## src/rtl/seq_shifter.sv

```systemverilog
// Multi-mode iterative shifter (SLL/SRL/SRA/ROL/ROR), STEP bit positions per clock.
// Latency: out_valid rises 1+ceil(eff/STEP) edges after accept, where the accept edge counts as the first.
// Backpressure: in_ready only in IDLE; the result is held in DONE until out_ready is seen at an edge.
// Ports:
//   clk, rst_n             rising-edge clock, synchronous active-low reset
//   in_valid/in_ready      request handshake; in_data operand, in_shamt amount, in_mode op
//   out_valid/out_ready    result handshake; out_data, out_carry (last bit out), out_zero
//   busy                   high whenever the block is not idle
module seq_shifter #(
  parameter int WIDTH   = 8,
  parameter int SHAMT_W = 5,
  parameter int STEP    = 1
) (
  input  logic               clk,
  input  logic               rst_n,
  input  logic               in_valid,
  output logic               in_ready,
  input  logic [WIDTH-1:0]   in_data,
  input  logic [SHAMT_W-1:0] in_shamt,
  input  logic [2:0]         in_mode,
  output logic               out_valid,
  input  logic               out_ready,
  output logic [WIDTH-1:0]   out_data,
  output logic               out_carry,
  output logic               out_zero,
  output logic               busy
);

  // Count register must hold WIDTH itself (SLL/SRL/SRA saturate at WIDTH).
  localparam int CNT_W = $clog2(WIDTH + 1);
  localparam logic [CNT_W-1:0] STEP_C = CNT_W'(STEP);

  typedef enum logic [1:0] {
    IDLE  = 2'd0,
    SHIFT = 2'd1,
    DONE  = 2'd2
  } state_t;

  typedef enum logic [2:0] {
    MODE_SLL = 3'd0,
    MODE_SRL = 3'd1,
    MODE_SRA = 3'd2,
    MODE_ROL = 3'd3,
    MODE_ROR = 3'd4
  } mode_t;

  state_t             state_q, state_d;
  logic [WIDTH-1:0]   data_q, data_d;
  logic [2:0]         mode_q, mode_d;
  logic [CNT_W-1:0]   rem_q, rem_d;
  logic               carry_q, carry_d;
  logic               zero_q, zero_d;

  logic [CNT_W-1:0]   eff;
  logic [CNT_W-1:0]   k;
  logic [WIDTH:0]     wide;
  logic [2*WIDTH-1:0] dd;
  logic [WIDTH-1:0]   step_data;
  logic               step_carry;

  // Effective shift count of the incoming request.
  always_comb begin
    eff = '0;
    case (in_mode)
      MODE_SLL, MODE_SRL, MODE_SRA:
        eff = (32'(in_shamt) >= WIDTH) ? CNT_W'(WIDTH) : CNT_W'(in_shamt);
      MODE_ROL, MODE_ROR:
        eff = CNT_W'(32'(in_shamt) % WIDTH);
      default: eff = '0;
    endcase
  end

  // One SHIFT step by k = min(STEP, remaining).
  // Shifts carry one extra guard bit so the last bit shifted out lands in it;
  // rotates shift a doubled copy and take the relevant half.
  // For SRA the stored MSB stays the original sign, so >>> fills correctly.
  always_comb begin
    k          = (rem_q < STEP_C) ? rem_q : STEP_C;
    wide       = '0;
    dd         = '0;
    step_data  = data_q;
    step_carry = carry_q;
    case (mode_q)
      MODE_SLL: begin
        wide       = {1'b0, data_q} << k;
        step_data  = wide[WIDTH-1:0];
        step_carry = wide[WIDTH];
      end
      MODE_SRL: begin
        wide       = {data_q, 1'b0} >> k;
        step_data  = wide[WIDTH:1];
        step_carry = wide[0];
      end
      MODE_SRA: begin
        wide       = $signed({data_q, 1'b0}) >>> k;
        step_data  = wide[WIDTH:1];
        step_carry = wide[0];
      end
      MODE_ROL: begin
        dd         = {data_q, data_q} << k;
        step_data  = dd[2*WIDTH-1:WIDTH];
        step_carry = dd[WIDTH];
      end
      MODE_ROR: begin
        dd         = {data_q, data_q} >> k;
        step_data  = dd[WIDTH-1:0];
        step_carry = dd[WIDTH-1];
      end
      default: begin
        step_data  = data_q;
        step_carry = carry_q;
      end
    endcase
  end

  // Next-state and datapath update.
  always_comb begin
    state_d = state_q;
    data_d  = data_q;
    mode_d  = mode_q;
    rem_d   = rem_q;
    carry_d = carry_q;
    zero_d  = zero_q;
    case (state_q)
      IDLE: begin
        if (in_valid) begin
          data_d  = in_data;
          mode_d  = in_mode;
          rem_d   = eff;
          carry_d = 1'b0;
          zero_d  = (in_data == '0);
          state_d = (eff != '0) ? SHIFT : DONE;
        end
      end
      SHIFT: begin
        data_d  = step_data;
        carry_d = step_carry;
        zero_d  = (step_data == '0);
        rem_d   = rem_q - k;
        if (rem_q == k) begin
          state_d = DONE;
        end
      end
      DONE: begin
        // Handoff edge returns to IDLE only; in_valid is not looked at here.
        if (out_ready) begin
          state_d = IDLE;
        end
      end
      default: state_d = IDLE;
    endcase
  end

  always_ff @(posedge clk) begin
    if (!rst_n) begin
      state_q <= IDLE;
      data_q  <= '0;
      mode_q  <= '0;
      rem_q   <= '0;
      carry_q <= 1'b0;
      zero_q  <= 1'b0;
    end else begin
      state_q <= state_d;
      data_q  <= data_d;
      mode_q  <= mode_d;
      rem_q   <= rem_d;
      carry_q <= carry_d;
      zero_q  <= zero_d;
    end
  end

  assign in_ready  = (state_q == IDLE);
  assign out_valid = (state_q == DONE);
  assign busy      = (state_q != IDLE);
  assign out_data  = data_q;
  assign out_carry = carry_q;
  assign out_zero  = zero_q;

endmodule

```

## config.mk

```make
export PLATFORM = sky130hd
export DESIGN_NAME = seq_shifter
export DESIGN_NICKNAME = d
export VERILOG_FILES = /design/src/rtl/seq_shifter.sv
export SDC_FILE = /design/constraint.sdc
export NUM_CORES = 1
export LEC_CHECK = 0
export ABC_AREA = 1
export CAP_MARGIN = 20
export CORE_UTILIZATION = 45
export CTS_CLUSTER_SIZE = 14
export DETAILED_ROUTE_END_ITERATION = 10
export PLACE_DENSITY = 0.74
export SYNTH_ARGS = -nofsm -noshare
export SYNTH_HDL_FRONTEND = slang
export SYNTH_SLANG_ARGS = --single-unit
export TNS_END_PERCENT = 5
```

## constraint.sdc

```tcl
create_clock -name clk -period 1.6 [get_ports clk]
set_clock_uncertainty 0.05 [all_clocks]
set_input_delay 0.32 -clock clk [delete_from_list [all_inputs] [get_ports clk]]
set_output_delay 0.32 -clock clk [all_outputs]
set_load 0.01 [all_outputs]
```

==> flow_summary.toml <==
[outcome]
status = "complete, no violations"

[setup_path]
crit_chain = "clkdlybuf4s50_1"
end_kind = "output port"
max_stage_delay_ns = 0.54
crit_family = "buffers and inverters"
crit_required_ns = 1.23
cp_num_buf_inv = 1
worst_ep_arrival_time_ns = 1.19
cp_slowest_cell = "clkdlybuf4s50_1"
path_max_fanout = 2
path_class = "flip-flop to output port"
startpoint_type = "flip-flop"

[die]
coreArea_sq_um = 2780
design.die.area_sq_um = 3190
die_h_um = 56.5
die_w_um = 56.5
row_count = 19
io_pins = 33
start_util = 0.480

[clocking]
cts_buffer_depth = 2
numCtsBuffers = 3
cts_tree = "done"
clk_root_buffer_cell = "clkbuf_4"
clock_latency_ns = 0.30
clock_sinks = 19
clk_pin_slew_ns = 0.11
htreeDepth = 1

[global_routing]
antenna_found_initial = 0
grt_pass1_vias = 1412
grt_max_degree = 12
grt_overflow_total = 0
grt_usage = 0.236
grt_pass1_wl_mm = 6.01

[sta]
finalWorstSetupSlack_ns = 0.0361
hold_viol_final = 0
slew_viol_final = 0
period_needed_ns = 1.56
timing.slew.headroom = 0.796
worstMarginPinSlew_ns = 0.306
fmax_ghz = 0.639
setup_tns_ns = 0
rsz0062_at_grt = "true"
setup_viol = 0
fin_crit_sh = 0.977

[placement]
post-place-ws_ns = -0.134
gp_congestion = 0.857
port_buffers = 32
dp_hpwl_mm = 2.74
placedCellCount = 288

[logic_synthesis]
synth_area_per_cell_sq_um = 6.27
postSynth.topFlopCell = "dfxtp_1"
synthCells = 213
ys_seq_area_frac = 0.285
synth_area_leader_cell = "dfxtp_1"
ys_ff_latch = 19
yosys_warnings = 0
syn_area_sq_um = 1340
syn_nets = 235
synth-edff-count = 0
synth_cell_types = 31
yosysTopAreaCellShare = 0.285
yosys-top-cells-area = "dfxtp_1 28%, nand2_1 17%, a21oi_1 7.5%"
async_flop_share = 0

[power_and_ir_drop]
vdd_drop_max_mv = 0.870
p_leak_nw = 1.04
power_density_nw_per_um2 = 1100

[final_layout]
fill_cells = 222
finalNonFillerCells = 299
num_antenna_cells = 0
multi_input_area_sq_um = 930
fin_nets = 291
area_growth_pct = 52.9
layout-drive-gt1-share = 0.280
seq_area_sq_um = 402

[route]
drtIter0Drc = 118
totalWireLength_mm = 3.77
drt-pass1-iter-count = 4
via_per_inst = 5.43
vias = 1625
routedWlPerCell_um = 12.6
drc_errors = 0
ant_nets = 0

[job]
drv_cap = 0

[worst_hold_path]
min_path_type = "flip-flop to flip-flop"
-- state kept, by name (all words and copies together), names as in the netlist --
name       cells
mode_q         3
out_carry      1
out_data       8
out_zero       1
rem_q          4
state_q        2
-- cells in the mapped netlist, drive strengths merged (2+ instances only) --
cell,count
o22ai,2
nand3,20
buf,5
nand3b,2
inv,25
nand2,66
nor4,2
ha,2
nand4,3
nor2,15
dfxtp,19
a21oi,22
o21ai,23
-- logic make-up after synthesis --
family / synth area share
buf+inv: 0.100
simple gates: 0.381
flops: 0.285
compound gates: 0.215
fa+ha+maj: 0.0187
-- final timing paths --
check                  from         to  slack [ns]  cells after the start
setup reg to reg   rem_q[1]   out_zero        0.07                     10
setup / recovery   out_zero   out_zero        0.04                      1
hold reg to reg   out_carry  out_carry        0.45                      2
hold / removal    out_carry  out_carry        0.45                      2
-- cells in the final DEF, fill, tap and decap left out, types with 6 or more instances in the layout --
master / synthesis / routed
nand3_1: 17 / 13
clkdlybuf4s50_1: 0 / 21
o21ai_1: 5 / 6
inv_1: 22 / 20
dfxtp_2: 0 / 8
buf_4: 2 / 21
o21ai_0: 17 / 16
nand2_1: 61 / 53
dlymetal6s2s_1: 0 / 8
nor2_1: 10 / 8
a21oi_1: 20 / 19
nand2_2: 5 / 9
dfxtp_1: 19 / 8
nand3_2: 2 / 6
-- what timing repair did --
item / 4_1_cts / 5_1_grt
gates resized for setup: 10 / 43
gates cloned: 0 / 2
endpoints found under the setup margin: 7 / 14
pin swaps: 0 / 14
buffers inserted: 0 / 5
hold buffers: 0 / 0
endpoints found under the hold margin: 0 / 0
-- metrics by stage --
stage	hold WS, ns	utilization	total power [mW]	instance area (sq um)
global placement	0.431	0.648	1.76	1800
global route	0.493	0.734	2.42	2040
floorplan	0.408	-	1.34	1340
detailed placement	0.439	0.648	1.76	1800
finish	0.445	0.734	2.24	2040
CTS	0.456	0.661	2.00	1840
-- where the power goes --
part	total (mW)	switching, mW	internal (mW)
Combinational	1.36	0.745	0.612
Clock	0.246	0.149	0.0971
Sequential	0.633	0.0766	0.557
Total	2.24	0.970	1.27
-- layer usage --
metal,vias up,GRT usage,part of all wire
met1,738,0.320,0.46
met4,0,0.0732,0.017
met2,57,0.387,0.47
met3,8,0.0323,0.051
met5,-,0,0
li1,822,-,-
-- area by class of cell --
class,instances,area share
Tap cell,31,0.0190
Inverter,25,0.0460
Timing Repair Buffer,56,0.270
Multi-Input combinational cell,164,0.456
Sequential cell,19,0.197
Clock buffer,4,0.0129
Note: power is estimated with default switching activity, not from simulation.
==> variant (config.mk and constraints unchanged) <==
Register the input `in_mode` before use, with the module's reset. The logic sees it one clock later. The other inputs are not delayed to match.
--- a/src/rtl/seq_shifter.sv
+++ b/src/rtl/seq_shifter.sv
@@ -44,6 +44,16 @@
     MODE_ROR = 3'd4
   } mode_t;
 
+  logic [2:0] in_mode_q;
+
+  always_ff @(posedge clk) begin
+    if (!rst_n) begin
+      in_mode_q <= '0;
+    end else begin
+      in_mode_q <= in_mode;
+    end
+  end
+
   state_t             state_q, state_d;
   logic [WIDTH-1:0]   data_q, data_d;
   logic [2:0]         mode_q, mode_d;
@@ -61,7 +71,7 @@
   // Effective shift count of the incoming request.
   always_comb begin
     eff = '0;
-    case (in_mode)
+    case (in_mode_q)
       MODE_SLL, MODE_SRL, MODE_SRA:
         eff = (32'(in_shamt) >= WIDTH) ? CNT_W'(WIDTH) : CNT_W'(in_shamt);
       MODE_ROL, MODE_ROR:
@@ -125,7 +135,7 @@
       IDLE: begin
         if (in_valid) begin
           data_d  = in_data;
-          mode_d  = in_mode;
+          mode_d  = in_mode_q;
           rem_d   = eff;
           carry_d = 1'b0;
           zero_d  = (in_data == '0);
Behaviour: not the same (a bounded check fails within 4 cycles, from zero or initial values and one cycle with rst_n low).
==> variant against the original RTL <==
- synthesized cell count is 3.3% higher
- power is 3.8% higher
- sequential cell count is 3 higher
- design area is 0.43% lower
- maximum frequency is 2.4% higher
- setup slack better by 37 ps
- synthesized area is 5.6% higher
- final cell count is 0.33% lower
- core utilization is 2.1 points lower
- critical path depth is 9 higher
- count of clock-buffer cells in the layout stayed put
- routed wire length is 3.8% higher
- die area is 5.4% higher
- worst hold slack worse by 1.0 ps
- critical path type is now register to register
- critical endpoint is now out_data[0]
==> variant: results <==
export IMPL_post_cts_resized=18
export IMPL_use_met2=0.373
export IMPL_avgSynthCellArea_um2=6.41
export IMPL_p_leak_nw=0.993
export IMPL_clk_latency_ps=320
export IMPL_num_vias=1636
export IMPL_combPwrFrac=0.552
export IMPL_status="finished clean"
export IMPL_slowest_delay_ps=340
export IMPL_endpoint="out_data[0]"
export IMPL_whs_ps=444
export IMPL_cts_sinks=22
export IMPL_slew_headroom=0.784
export IMPL_synth_seq_area_share=0.312
export IMPL_gp_congestion=0.870
export IMPL_grt_pass1_wl_um=6210
export IMPL_fin_crit_ps=1530
export IMPL_dp_cells=290
export IMPL_met2_length_um=1850
export IMPL_synth_nets=242
export IMPL_finalNonFillerCells=298
export IMPL_grt_pass1_vias=1435
export IMPL_drt_iter0_drc=121
export IMPL_drive_gt1_frac=0.277
export IMPL_synth_compound_area_frac=0.203
export IMPL_synth_area_leaders="dfxtp_1 31%, nand2_1 17%, a21oi_1 6.7%"
export IMPL_slowest_stage="dfxtp_1"
export IMPL_peakVddDrop_mv=0.584
export IMPL_met3_length_um=183
export IMPL_grt_max_degree=14
==> variant: cell types whose count changed after synthesis, moves of 2 or more <==
| cell | delta |
|---|---|
| buf_2 | +2 |
| buf_4 | -2 |
| dfxtp_1 | +3 |
| inv_1 | +2 |
| nor2_1 | -2 |
| o21a_1 | +2 |
| o21ai_1 | +3 |
==> variant: layout make-up <==
type                    count  area [µm²]  share of cell area
multi-input cells         165         937               0.461
repair buffers             49         450               0.222
clock buffers               4        36.3              0.0179
flip-flops and latches     22         468               0.230
inverters                  27         101              0.0499
well taps                  31        38.8              0.0191
==> variant: logic make-up (layout without fill, tap and decap cells) <==
group           count (synthesis)  count (layout)
compound gates                 53              53
fa+ha+maj                       2               2
buf+inv                        33              80
flops                          22              22
simple gates                  110             110
==> variant: critical path: cells and delay by family (launching register included) <==
kind                   cells  cell delay [ps]
and+or+nand+nor            6              620
AOI/OAI and AO/OA          3              300
buffers and inverters      1              120
DFF                        1              340
